--- src/rtl/frame_vtimer_if.sv ---
// Video timing bundle: pixel enable in, raster counters and blank/sync/marker flags out.
interface frame_vtimer_if;
    logic       pxl_cen;
    logic [8:0] H;
    logic [8:0] V;
    logic       Hinit;
    logic       Vinit;
    logic       LHBL;
    logic       LVBL;
    logic       HS;
    logic       VS;

    modport master (
        input  pxl_cen,
        output H, V, Hinit, Vinit, LHBL, LVBL, HS, VS
    );

    modport slave (
        output pxl_cen,
        input  H, V, Hinit, Vinit, LHBL, LVBL, HS, VS
    );
endinterface

--- src/rtl/frame_vtimer.sv ---
// Raster timing generator: 9-bit H/V pixel counters with blanking, sync and frame markers.
// Flags are decoded from the next counts so they share a register edge with H/V.
module frame_vtimer #(
    parameter logic [8:0] HCNT_END = 9'd383,
    parameter logic [8:0] HB_START = 9'd319,
    parameter logic [8:0] HB_END   = 9'd383,
    parameter logic [8:0] HS_START = 9'd336,
    parameter logic [8:0] HS_END   = 9'd367,
    parameter logic [8:0] VCNT_END = 9'd261,
    parameter logic [8:0] VB_START = 9'd239,
    parameter logic [8:0] VB_END   = 9'd261,
    parameter logic [8:0] VS_START = 9'd244,
    parameter logic [8:0] VS_END   = 9'd247
) (
    input  logic           clk,
    input  logic           rst,
    frame_vtimer_if.master vt
);

    logic [8:0] h_q, h_d;
    logic [8:0] v_q, v_d;
    logic       hinit_q, hinit_d;
    logic       vinit_q, vinit_d;
    logic       lhbl_q, lhbl_d;
    logic       lvbl_q, lvbl_d;
    logic       hs_q, hs_d;
    logic       vs_q, vs_d;

    always_comb begin
        h_d = h_q;
        v_d = v_q;
        if (vt.pxl_cen) begin
            if (h_q == HCNT_END) begin
                h_d = 9'd0;
                v_d = (v_q == VCNT_END) ? 9'd0 : v_q + 9'd1;
            end else begin
                h_d = h_q + 9'd1;
            end
        end

        // Holding counts reproduce the current flags, so no enable gating is needed here.
        lhbl_d  = (h_d <= HB_START) || (h_d > HB_END);
        lvbl_d  = (v_d <= VB_START) || (v_d > VB_END);
        hs_d    = (h_d >= HS_START) && (h_d <= HS_END);
        vs_d    = (v_d >= VS_START) && (v_d <= VS_END);
        hinit_d = (h_d == HCNT_END);
        vinit_d = (h_d == HCNT_END) && (v_d == VCNT_END);
    end

    always_ff @(posedge clk or posedge rst) begin
        if (rst) begin
            h_q     <= 9'd0;
            v_q     <= 9'd0;
            hinit_q <= 1'b0;
            vinit_q <= 1'b0;
            lhbl_q  <= 1'b1;
            lvbl_q  <= 1'b1;
            hs_q    <= 1'b0;
            vs_q    <= 1'b0;
        end else begin
            h_q     <= h_d;
            v_q     <= v_d;
            hinit_q <= hinit_d;
            vinit_q <= vinit_d;
            lhbl_q  <= lhbl_d;
            lvbl_q  <= lvbl_d;
            hs_q    <= hs_d;
            vs_q    <= vs_d;
        end
    end

    assign vt.H     = h_q;
    assign vt.V     = v_q;
    assign vt.Hinit = hinit_q;
    assign vt.Vinit = vinit_q;
    assign vt.LHBL  = lhbl_q;
    assign vt.LVBL  = lvbl_q;
    assign vt.HS    = hs_q;
    assign vt.VS    = vs_q;

endmodule

--- src/flat_wrapper.sv ---
// flat-port wrapper written by rule: the top's interface ports become plain ports
module frame_vtimer_flat 
#(
    parameter logic [8:0] HCNT_END = 9'd383,
    parameter logic [8:0] HB_START = 9'd319,
    parameter logic [8:0] HB_END   = 9'd383,
    parameter logic [8:0] HS_START = 9'd336,
    parameter logic [8:0] HS_END   = 9'd367,
    parameter logic [8:0] VCNT_END = 9'd261,
    parameter logic [8:0] VB_START = 9'd239,
    parameter logic [8:0] VB_END   = 9'd261,
    parameter logic [8:0] VS_START = 9'd244,
    parameter logic [8:0] VS_END   = 9'd247
)
  (clk, rst, vt_pxl_cen, vt_H, vt_V, vt_Hinit, vt_Vinit, vt_LHBL, vt_LVBL, vt_HS, vt_VS);
  frame_vtimer_if vt_i ();
  input  logic clk;
  input  logic rst;
  input wire logic [$bits(vt_i.pxl_cen)-1:0] vt_pxl_cen;
  output wire logic [$bits(vt_i.H)-1:0] vt_H;
  output wire logic [$bits(vt_i.V)-1:0] vt_V;
  output wire logic [$bits(vt_i.Hinit)-1:0] vt_Hinit;
  output wire logic [$bits(vt_i.Vinit)-1:0] vt_Vinit;
  output wire logic [$bits(vt_i.LHBL)-1:0] vt_LHBL;
  output wire logic [$bits(vt_i.LVBL)-1:0] vt_LVBL;
  output wire logic [$bits(vt_i.HS)-1:0] vt_HS;
  output wire logic [$bits(vt_i.VS)-1:0] vt_VS;
  assign vt_i.pxl_cen = vt_pxl_cen;
  assign vt_H = vt_i.H;
  assign vt_V = vt_i.V;
  assign vt_Hinit = vt_i.Hinit;
  assign vt_Vinit = vt_i.Vinit;
  assign vt_LHBL = vt_i.LHBL;
  assign vt_LVBL = vt_i.LVBL;
  assign vt_HS = vt_i.HS;
  assign vt_VS = vt_i.VS;
  frame_vtimer #(.HCNT_END(HCNT_END), .HB_START(HB_START), .HB_END(HB_END), .HS_START(HS_START), .HS_END(HS_END), .VCNT_END(VCNT_END), .VB_START(VB_START), .VB_END(VB_END), .VS_START(VS_START), .VS_END(VS_END)) u_core (.clk(clk), .rst(rst), .vt(vt_i));
endmodule
--- config.mk ---
export PLATFORM = sky130hd
export DESIGN_NAME = frame_vtimer_flat
export DESIGN_NICKNAME = d
export VERILOG_FILES = /design/src/rtl/frame_vtimer_if.sv /design/src/rtl/frame_vtimer.sv /design/src/flat_wrapper.sv
export SDC_FILE = /design/constraint.sdc
export NUM_CORES = 1
export LEC_CHECK = 0
export CAP_MARGIN = 20
export CORE_ASPECT_RATIO = 1.2
export CORE_MARGIN = 10
export CORE_UTILIZATION = 50
export DETAILED_ROUTE_END_ITERATION = 8
export PLACE_DENSITY = 0.78
export RECOVER_POWER = 25
export SLEW_MARGIN = 20
export SYNTH_ARGS = -nofsm -noshare
export SYNTH_HDL_FRONTEND = slang
export SYNTH_SLANG_ARGS = --single-unit
export TNS_END_PERCENT = 50
--- constraint.sdc ---
create_clock -name clk -period 2.5 [get_ports clk]
set_input_delay 0.5 -clock clk [delete_from_list [all_inputs] [get_ports clk]]
set_output_delay 0.5 -clock clk [all_outputs]
set_load 0.01 [all_outputs]
# Word level (Yosys, flattened, before mapping)
# Cells that the tools add are included.
[word_totals]
ff_bits = 24
inputBits = 3
output_inout_bits = 24
elab_cells = 32
[op_classes]
n_addsub = 2
order_cmp = 8
n_eq_ne = 4
n_mux = 5
n_reduce_logical = 5
[ops]
columns = ["op", "count"]
rows = [
  ["$mux 9", 5],
  ["$eq 9x9->1 const B", 4],
  ["$add 9x1->9 const B", 2],
  ["$gt 9x9->1 const B", 2],
  ["$le 9x8->1 const B", 2],
  ["$le 9x9->1 const B", 2],
  ["$ge 9x8->1 const B", 1],
  ["$ge 9x9->1 const B", 1],
  ["$logic_and 1x1->1", 3],
  ["$logic_or 1x1->1", 2],
]

# Longest topological paths before layout
# Gate-level depths: netlist of the first run.
[depth]
word_depth = 6
mapped_depth = 8
mapped_depth_nobuf = 7

# Least setup slack after synthesis of the first run
# OpenSTA, ideal clock, no wires.
[synth_timing]
kind = "register -> register"
from = "register u_core.h_q[0], in the netlist u_core.vt.H[0]"
to = "register u_core.lvbl_q, in the netlist u_core.vt.LVBL"
setup_ns = 0.089
arrival_ns = 2.024
required_time_ns = 2.411
setup_slack_ns = 0.387
path_stages_with_launch = 9
n_path_buf = 1
synth_period_minus_slack_ns = 2.113
path_cell_list = "dfrtp_1 ha_1 nand4_1 or3_1 clkbuf_1 or3_1 o21ai_2 nor3b_1 a31oi_1"
[synth_between]
elab_chain_len = 5
elab_cells_between_ends = 6
cone_classes = "2 x order compare; 1 x eq/ne; 2 x mux; 1 x reduce/logical"
[synth_rtl]
columns = ["element", "line_no", "source"]
rows = [
  ["start, declared", "frame_vtimer.sv:20", "logic [8:0] h_q, h_d;"],
  ["start signal, assigned", "frame_vtimer.sv:52", "h_q <= 9'd0;"],
  ["start signal, assigned", "frame_vtimer.sv:61", "h_q <= h_d;"],
  ["$eq 9x9->1 (*)", "frame_vtimer.sv:33", "if (h_q == HCNT_END) begin"],
  ["$mux 9 (*)", "frame_vtimer.sv:33", ""],
  ["$mux 9 (*)", "frame_vtimer.sv:32", "if (vt.pxl_cen) begin"],
  ["net u_core.v_d[8]", "frame_vtimer.sv:21", "logic [8:0] v_q, v_d;"],
  ["$le 9x8->1 / $gt 9x9->1 (equally long branches)", "frame_vtimer.sv:43", "lvbl_d = (v_d <= VB_START) || (v_d > VB_END);"],
  ["$logic_or 1x1->1 (*)", "frame_vtimer.sv:43", ""],
  ["net u_core.lvbl_d", "frame_vtimer.sv:25", "logic lvbl_q, lvbl_d;"],
  ["end signal, assigned", "frame_vtimer.sv:66", "lvbl_q <= lvbl_d;"],
  ["end, declared", "frame_vtimer.sv:25", ""],
]
# The timed path passes the listed nets; every way through them passes the cells marked *.

# Worst setup path in the final report of the first run
[layout_timing]
from = "input port vt_pxl_cen"
to = "register u_core.vinit_q, in the netlist u_core.vt.Vinit"
[layout_between]
elab_chain_len = 3
elab_cells_between_ends = 5
cone_classes = "2 x eq/ne; 2 x mux; 1 x reduce/logical"
[layout_rtl]
columns = ["element", "line_no", "source"]
rows = [
  ["start, declared", "flat_wrapper.sv:19", "input wire logic [$bits(vt_i.pxl_cen)-1:0] vt_pxl_cen;"],
  ["$mux 9", "frame_vtimer.sv:32", ""],
  ["$eq 9x9->1", "frame_vtimer.sv:47", "vinit_d = (h_d == HCNT_END) && (v_d == VCNT_END);"],
  ["$logic_and 1x1->1 (*)", "frame_vtimer.sv:47", ""],
  ["net u_core.vinit_d", "frame_vtimer.sv:23", "logic vinit_q, vinit_d;"],
  ["end signal, assigned", "frame_vtimer.sv:64", "vinit_q <= vinit_d;"],
  ["end, declared", "frame_vtimer.sv:23", ""],
]
# Marked as above.

==> summary.md, run 1 <==
| Metric | Value |
|---|---|
| Final RePlAce weighted congestion | `0.992` |
| Final WL | `about 3.6 mm` |
| # H-tree levels | `1` |
| Net Count, Synth | `148` |
| Worst hold slack | `0.618 ns` |
| Most common cell in the synthesized netlist | `dfrtp_1` |
| Yosys warns | `0` |
| Synth top area share | `about 40%` |
| Post-synthesis mux area share | `between 1 and 1.5%` |
| Cell taking the most area after synthesis | `dfrtp_1` |
| Drt pass-1 iters | `4` |
| Compound-Gate Fraction of Synth Area | `~13%` |
| Post-CTS Setup Inserts | `0` |
| Global Route Usage Sum | `between 10% and 20%` |
| Layout cell share with drive strength beyond 1 | `between 10% and 20%` |
| Synth cell types | `between 40 and 50` |
| DRC viols | `0` |
| Io pins | `27` |
| Max cap viols | `0` |
| Worst Clk Skew | `approximately 0.013 ns` |
| Remaining global-route overflow | `0` |
| Largest family of logic cells by synthesized area | `simple AND/OR/NAND/NOR gates` |
| WP data arrival | `around 2.6 ns` |
| Ys flop type | `dfrtp_1` |
| Fmax | `about 430 MHz` |
| Power Total | `just over 1000 uW` |
| CP cell instances | `clkdlybuf4s50_1 -> buf_4 -> and3_1 -> nand3_1 -> or4b_1 -> a31o_2 -> nand4bb_1 -> nor3_1` |
| Vias in the first global route | `~1300` |
| Post-synth ARST share | `between 90% and 100%` |
| Design area | `between 0.0015 and 0.002 mm2` |
| Buffers and inverters on the worst path | `2` |
| Final Hold Fails | `0` |
| Placed insts | `~210` |
| Period utilization | `between 90% and 100%` |
| WL/cell | `roughly 16 um` |
| Core area | `about 0.0026 mm2` |
| Largest net degree at the start of global routing | `25` |
| Die width | `around 67 um` |
| Worst Setup End Kind | `register` |
| Status | `finished, final reports clean` |
| Die Height | `approximately 77 um` |
| Pwr/cell area | `between 500 and 600 mW/mm2` |
| Most frequent cells after synthesis | `22 x dfrtp_1, 13 x nand2_1, 11 x inv_1, 11 x nor2_1, 10 x o21ai_0` |
| Global-route wire length before repair | `roughly 6 mm` |
| CTS max path bufs | `2` |
| Synth Area in Simple Gates | `a little over a quarter` |
| Crit path required time | `approximately 2.7 ns` |
| Slowest cell on the critical path | `or4b_1` |
| Via count | `roughly 1300` |
| Worst hold path type | `reg2reg` |
| Initial drt markers | `between 60 and 70` |
| Post-Synth Adder-Cell Area | `between 2 and 3%` |
| Port buffer count | `26` |
| Sequential share of the synthesized area | `roughly 45%` |
| Final setup fails | `0` |
| Tightest Pin Transition | `~1.3 ns` |
| CTS Buf Count | `3` |
| Crit-path leading delay family | `simple AND/OR/NAND/NOR gates` |
| DP HPWL | `2.82 mm` |
| Max_slew headroom | `15.7%` |
| Starting density of the core | `52.6%` |
| Non-Filler Instances | `roughly 220` |
| Area Growth Syn to Fin | `33.1%` |
| Met3 WL | `276 um` |
| Clk sinks | `24` |
| Fin crit period | `roughly 2.3 ns` |
| Post-CTS Hold Fix Bufs | `0` |
| Max Used Layer | `met4` |
| Fin. max-slew vios | `0` |
| Wl on met1 | `~1.3 mm` |
| Xor and xnor area share after synthesis | `under 10%` |
| Synth top area cells | `dfrtp_1 41%, dfstp_2 3.9%, nand4_1 3.7%, o21ai_0 3.7%, nand2_1 3.6%` |
| Initial antenna violation count | `0` |
| Leakage | `a little under 0.0008 uW` |
| Root Buffer | `clkbuf_4` |
| ANT nets after route | `0` |
| Post-synth EDFFs | `0` |
| Syn Inst Count | `approximately 140` |
| Area after DPL | `0.00176 mm2` |
| Met2 wire length | `1.88 mm` |
| Worst-skew pair later-pin latency | `0.32 ns` |
| Nets | `~190` |
| CTS tree | `built` |
| CTS resizes | `0` |
| Mapped Area | `0.00134 mm2` |
| WS Path Type | `in2reg` |
| Vias/cell | `5.74` |
| Seq cells post-synth | `24` |
| Crit-path max FO | `6` |
| Peak VDD IR | `around 0.50 mV` |
| Die ar. | `0.00517 mm2` |
| RSZ-0062 raised after global routing | `false` |
| Syn_area_per_cell | `9.46 um2` |
| # diodes | `0` |
| Number of core rows | `20` |
| Reg clk slew, reported paths | `0.14 ns` |
| Crit-path max cell delay | `0.51 ns` |
| CP Launch Type | `primary input` |
-- cell usage in the layout, fill, tap and decap left out, types with 2 or more instances in the layout --
cell type and instances:
nor4b_1 2, o21ai_0 10, xnor2_1 4, buf_4 18, nand4_1 8, nand3_1 5, nand4bb_1 2, clkbuf_4 3
a31oi_1 3, mux2i_1 2, dfrtp_1 22, or3_1 3, ha_1 3, a32oi_1 2, inv_1 11, nor4_1 3
nor2_1 11, dfstp_2 2, a21oi_1 5, nand2_1 13, xor2_1 5, clkdlybuf4s50_1 25
-- layout make-up --
cell class	instances	area, um2
fillers	220	764
multi-input cells	101	667
flip-flops and latches	24	603
repair buffers	45	399
inverters	11	41.3
well taps	33	41.3
clock buffers	4	36.3
-- per-layer routing --
metal / up-vias / GRT usage, %
li1: 596 / -
met1: 608 / 15.4
met2: 40 / 25.4
met3: 8 / 3.20
met4: 0 / 5.76
met5: - / 0
-- sequential cells by signal, summed over array words and instances, names as in the netlist --
name / flops
u_core.vt.H: 9
u_core.vt.V: 9
u_core.vt.HS: 1
u_core.vt.Hinit: 1
u_core.vt.LHBL: 1
u_core.vt.LVBL: 1
u_core.vt.VS: 1
u_core.vt.Vinit: 1
-- worst paths after layout --
path	from	to	slack [ns]	cells after the start
min in group asynchronous	rst	u_core.vt.H[4]	1.01	3
min	u_core.vt.H[8]	u_core.vt.H[8]	0.62	1
max	vt_pxl_cen	u_core.vt.Vinit	0.18	8
max reg2reg	u_core.vt.H[0]	u_core.vt.VS	0.21	8
min reg2reg	u_core.vt.H[8]	u_core.vt.H[8]	0.62	1
max in group asynchronous	rst	u_core.vt.H[8]	0.74	3
-- cells by family after synthesis --
group | after synthesis
mux | 2
simple gates | 60
buf+inv | 17
compound gates | 27
flops | 24
fa+ha+maj | 3
xor+xnor | 9
-- through the flow --
stage / setup TNS [ns] / utilization [%] / worst slack [ns]
6_report: 0 / 70.0 / 0.177
5_1_grt: 0 / 70.0 / 0.0168
4_1_cts: 0 / 70.2 / 0.180
3_5_place_dp: -0.362 / 68.8 / -0.161
3_3_place_gp: -0.160 / 68.8 / -0.142
2_1_floorplan: 0 / - / 0.387
-- report_power, final --
part / switching [uW] / internal [uW] / total, uW
Combinational: 153 / 162 / 315
Clock: 118 / 89.0 / 207
Sequential: 78.5 / 438 / 517
Total: 349 / 689 / 1040
Note: power is estimated with default switching activity, not from simulation.
==> run 2: changes to the inputs <==
--- a/config.mk
+++ b/config.mk
@@ -5,10 +5,11 @@
 export SDC_FILE = /design/constraint.sdc
 export NUM_CORES = 1
 export LEC_CHECK = 0
+export ABC_AREA = 1
 export CAP_MARGIN = 20
-export CORE_ASPECT_RATIO = 1.2
+export CORE_ASPECT_RATIO = 0.75
 export CORE_MARGIN = 10
-export CORE_UTILIZATION = 50
+export CORE_UTILIZATION = 52
 export DETAILED_ROUTE_END_ITERATION = 8
 export PLACE_DENSITY = 0.78
 export RECOVER_POWER = 25
==> run 2 against run 1 <==
- die area grew 4.4%
- design area increased by 3.7%
- worst hold slack got worse by 0.011 ns
- largest power group is now combinational cells
- highest routed layer unchanged
==> summary.md, run 2 <==
| Metric | Value |
|---|---|
| Worst Reg-to-Reg Cells | `11 (was 8)` |
| Crit-path max FO | `15 (was 6)` |
| Die ar. | `0.00540 mm2 (was 0.00517 mm2)` |
| RSZ-0062 raised after global routing | `false (unchanged)` |
| Worst-skew pair later-pin latency | `0.27 ns (was 0.32 ns)` |
| Drt pass-1 iters | `4 (unchanged)` |
| Worst Setup End Kind | `register (unchanged)` |
| Fmax | `492 MHz (was 431 MHz)` |
| Most frequent cells in the layout | `68 x nand2_1, 38 x inv_1, 25 x clkdlybuf4s50_1, 22 x dfrtp_1, 21 x nor2_1 (was 25 x clkdlybuf4s50_1, 22 x dfrtp_1, 18 x buf_4, 13 x nand2_1)` |
| Reg clk slew, reported paths | `0.09 ns (was 0.14 ns)` |
| ANT nets after route | `0 (unchanged)` |
| Period utilization | `81.3% (was 92.9%)` |
| DRC viols | `0 (unchanged)` |
| Global-route wire length before repair | `5.94 mm (was 5.95 mm)` |
| Vias in the first global route | `1223 (was 1273)` |
| Nets | `244 (was 192)` |
| Seq cells post-synth | `24 (unchanged)` |
| Starting density of the core | `55.5% (was 52.6%)` |
| Most common cell in the synthesized netlist | `nand2_1 (was dfrtp_1)` |
| CP Launch Type | `primary input (unchanged)` |
| Post-CTS Hold Fix Bufs | `0 (unchanged)` |
| DP HPWL | `2.83 mm (was 2.82 mm)` |
| Final WL | `3.60 mm (was 3.57 mm)` |
| Root Buffer | `clkbuf_8 (was clkbuf_4)` |
| # H-tree levels | `1 (unchanged)` |
| Worst hold path type | `reg2reg (unchanged)` |
| Pwr/cell area | `1030 mW/mm2 (was 581 mW/mm2)` |
| Yosys warns | `0 (unchanged)` |
| Worst hold slack | `0.607 ns (was 0.618 ns)` |
| Die width | `81.6 um (was 67.3 um)` |
| Vias/cell | `5.02 (was 5.74)` |
| CTS tree | `built (unchanged)` |
| Layout cell share with drive strength beyond 1 | `11.8% (was 16.2%)` |
| CTS max path bufs | `2 (unchanged)` |
| WL/cell | `13.2 um (was 16.4 um)` |
| Largest net degree at the start of global routing | `25 (unchanged)` |
| Syn_area_per_cell | `7.17 um2 (was 9.46 um2)` |
| # diodes | `0 (unchanged)` |
| Via count | `1371 (was 1252)` |
| Post-synth EDFFs | `0 (unchanged)` |
| Core area | `0.00266 mm2 (was 0.00255 mm2)` |
| Max_slew headroom | `14.4% (was 15.7%)` |
| WP data arrival | `2.24 ns (was 2.56 ns)` |
| Number of core rows | `16 (was 20)` |
| Fin. max-slew vios | `0 (unchanged)` |
| Max cap viols | `0 (unchanged)` |
| Synth cell types | `25 (was 42)` |
| Placed insts | `269 (was 214)` |
| CTS resizes | `0 (unchanged)` |
| Worst Clk Skew | `0.00576 ns (was 0.0134 ns)` |
| Remaining global-route overflow | `0 (unchanged)` |
| Post-synth ARST share | `100% (unchanged)` |
| Ys flop type | `dfrtp_1 (unchanged)` |
| CTS Buf Count | `3 (unchanged)` |
| RR Endpoint | `u_core.vt.Vinit (was u_core.vt.VS)` |
| Final design utilization | `69.6% (was 70.0%)` |
| Crit path launch | `vt_pxl_cen (unchanged)` |
| Crit path to | `u_core.vt.Vinit (unchanged)` |
| Crit path required time | `2.70 ns (was 2.74 ns)` |
| Die Height | `66.2 um (was 76.8 um)` |
| Clk sinks | `24 (unchanged)` |
| Tightest Pin Transition | `1.28 ns (was 1.26 ns)` |
| Net Count, Synth | `212 (was 148)` |
| Final RePlAce weighted congestion | `0.900 (was 0.992)` |
| RR Startpoint | `u_core.vt.H[0] (unchanged)` |
| Setup ws final | `0.467 ns (was 0.177 ns)` |
| Port buffer count | `26 (unchanged)` |
| Post-CTS Setup Inserts | `0 (unchanged)` |
| R2R Setup Slk | `0.58 ns (was 0.21 ns)` |
| WS Path Type | `in2reg (unchanged)` |
| Cell taking the most area after synthesis | `dfrtp_1 (unchanged)` |
| Peak VDD IR | `0.747 mV (was 0.503 mV)` |
| Initial antenna violation count | `0 (unchanged)` |
| Status | `finished, final reports clean (unchanged)` |
| Dpl ws | `0.197 ns (was -0.161 ns)` |
| Initial drt markers | `231 (was 65)` |
| Syn Inst Count | `206 (was 142)` |
| Fin crit period | `2.03 ns (was 2.32 ns)` |
| Final Hold Fails | `0 (unchanged)` |
| Synth top area share | `37.3% (was 41.0%)` |
| Leakage | `0.000978 uW (was 0.000781 uW)` |
| Io pins | `27 (unchanged)` |
| Synth top area cells | `dfrtp_1 37%, nand2_1 17%, inv_1 9.7%, nor2_1 5.3%, nand3_1 4.4% (was dfrtp_1 41%, dfstp_2 3.9%, nand4_1 3.7%, o21ai_0 3.7%, nand2_1 3.6%)` |
| Non-Filler Instances | `273 (was 218)` |
| Post-Route Setup TNS | `0 ns (unchanged)` |
| Most frequent cells after synthesis | `68 x nand2_1, 38 x inv_1, 22 x dfrtp_1 (was 22 x dfrtp_1, 13 x nand2_1, 11 x inv_1, 11 x nor2_1, 10 x o21ai_0)` |
| Mapped Area | `0.00148 mm2 (was 0.00134 mm2)` |
| Final setup fails | `0 (unchanged)` |
| Sequential share of the synthesized area | `40.8% (was 44.9%)` |
| Commonest non-fill, non-tap cell in the layout | `nand2_1 (was clkdlybuf4s50_1)` |
| Area Growth Syn to Fin | `25.5% (was 33.1%)` |
| Global Route Usage Sum | `14.0% (was 14.3%)` |
run 2: cell count changes after synthesis, sizes merged, moves of 3 or more:
cell,previous run,this run
a21oi,5,1
nor4,3,0
clkbuf,3,0
xnor2,4,0
inv,11,39
nand3,5,17
a31oi,3,0
nor2,11,27
nand4,8,3
or3,3,0
nand2,14,74
run 2: report_power, final:
group | switching [uW] | internal, uW | total, uW
clock network | 131 | 214 | 345
logic | 522 | 399 | 921
registers | 133 | 512 | 645
total | 786 | 1130 | 1910
run 2: kinds of logic (layout without fill, tap and decap cells):
group           Yosys count  in the layout  synth area share [%]
fa+ha+maj                 3              3                  2.54
compound gates           11             11                  4.40
simple gates            124            124                  39.5
flops                    24             24                  40.8
buf+inv                  41             72                  11.0
xor+xnor                  3              3                  1.78
run 2: worst min path at each step:
stage,depth (start not counted),from,end
global route,1,u_core.vt.H[4],u_core.vt.H[4]
CTS,3,rst,u_core.vt.V[5]
finish,4,u_core.vt.H[8],u_core.vt.H[8]
floorplan,1,rst,u_core.vt.HS
global placement,4,u_core.vt.H[8],u_core.vt.H[8]
detailed placement,4,u_core.vt.H[8],u_core.vt.H[8]
run 2: layout make-up:
type	instances	area [um2]
fillers	212	808
multi-input cells	141	712
flip-flops and latches	24	603
repair buffers	28	272
inverters	40	151
well taps	36	45.0
clock buffers	3	41.3
clock inverters	1	30.0
run 2: worst max-delay path: stages:
cell	delay, ns
clkdlybuf4s50_1	0.50
nand2_2	0.09
nor2_4	0.16
nand3_4	0.22
clkinv_2	0.18
o21ai_0	0.10
nand2_1	0.17
nand2_1	0.08
nor2_1	0.10
nand2_1	0.05
nor2_1	0.08
run 2: per-layer routing:
layer  share of wire (%)  global-route usage [%]  vias up  wire (um)
met1                  49                    20.2      648       1770
li1                    -                       -      685          -
met4                0.75                    3.23        0         27
met5                   0                       0        -          0
met3                 7.3                    4.35        2        264
met2                  43                    19.5       36       1540
run 2: through the flow:
stage / power, uW / instance area [um2]
final: 1910 / 1850
after floorplan: 1190 / 1480
after CTS: 1920 / 1860
after global routing: 2050 / 1850
after detailed placement: 1570 / 1790
after global placement: 1550 / 1790
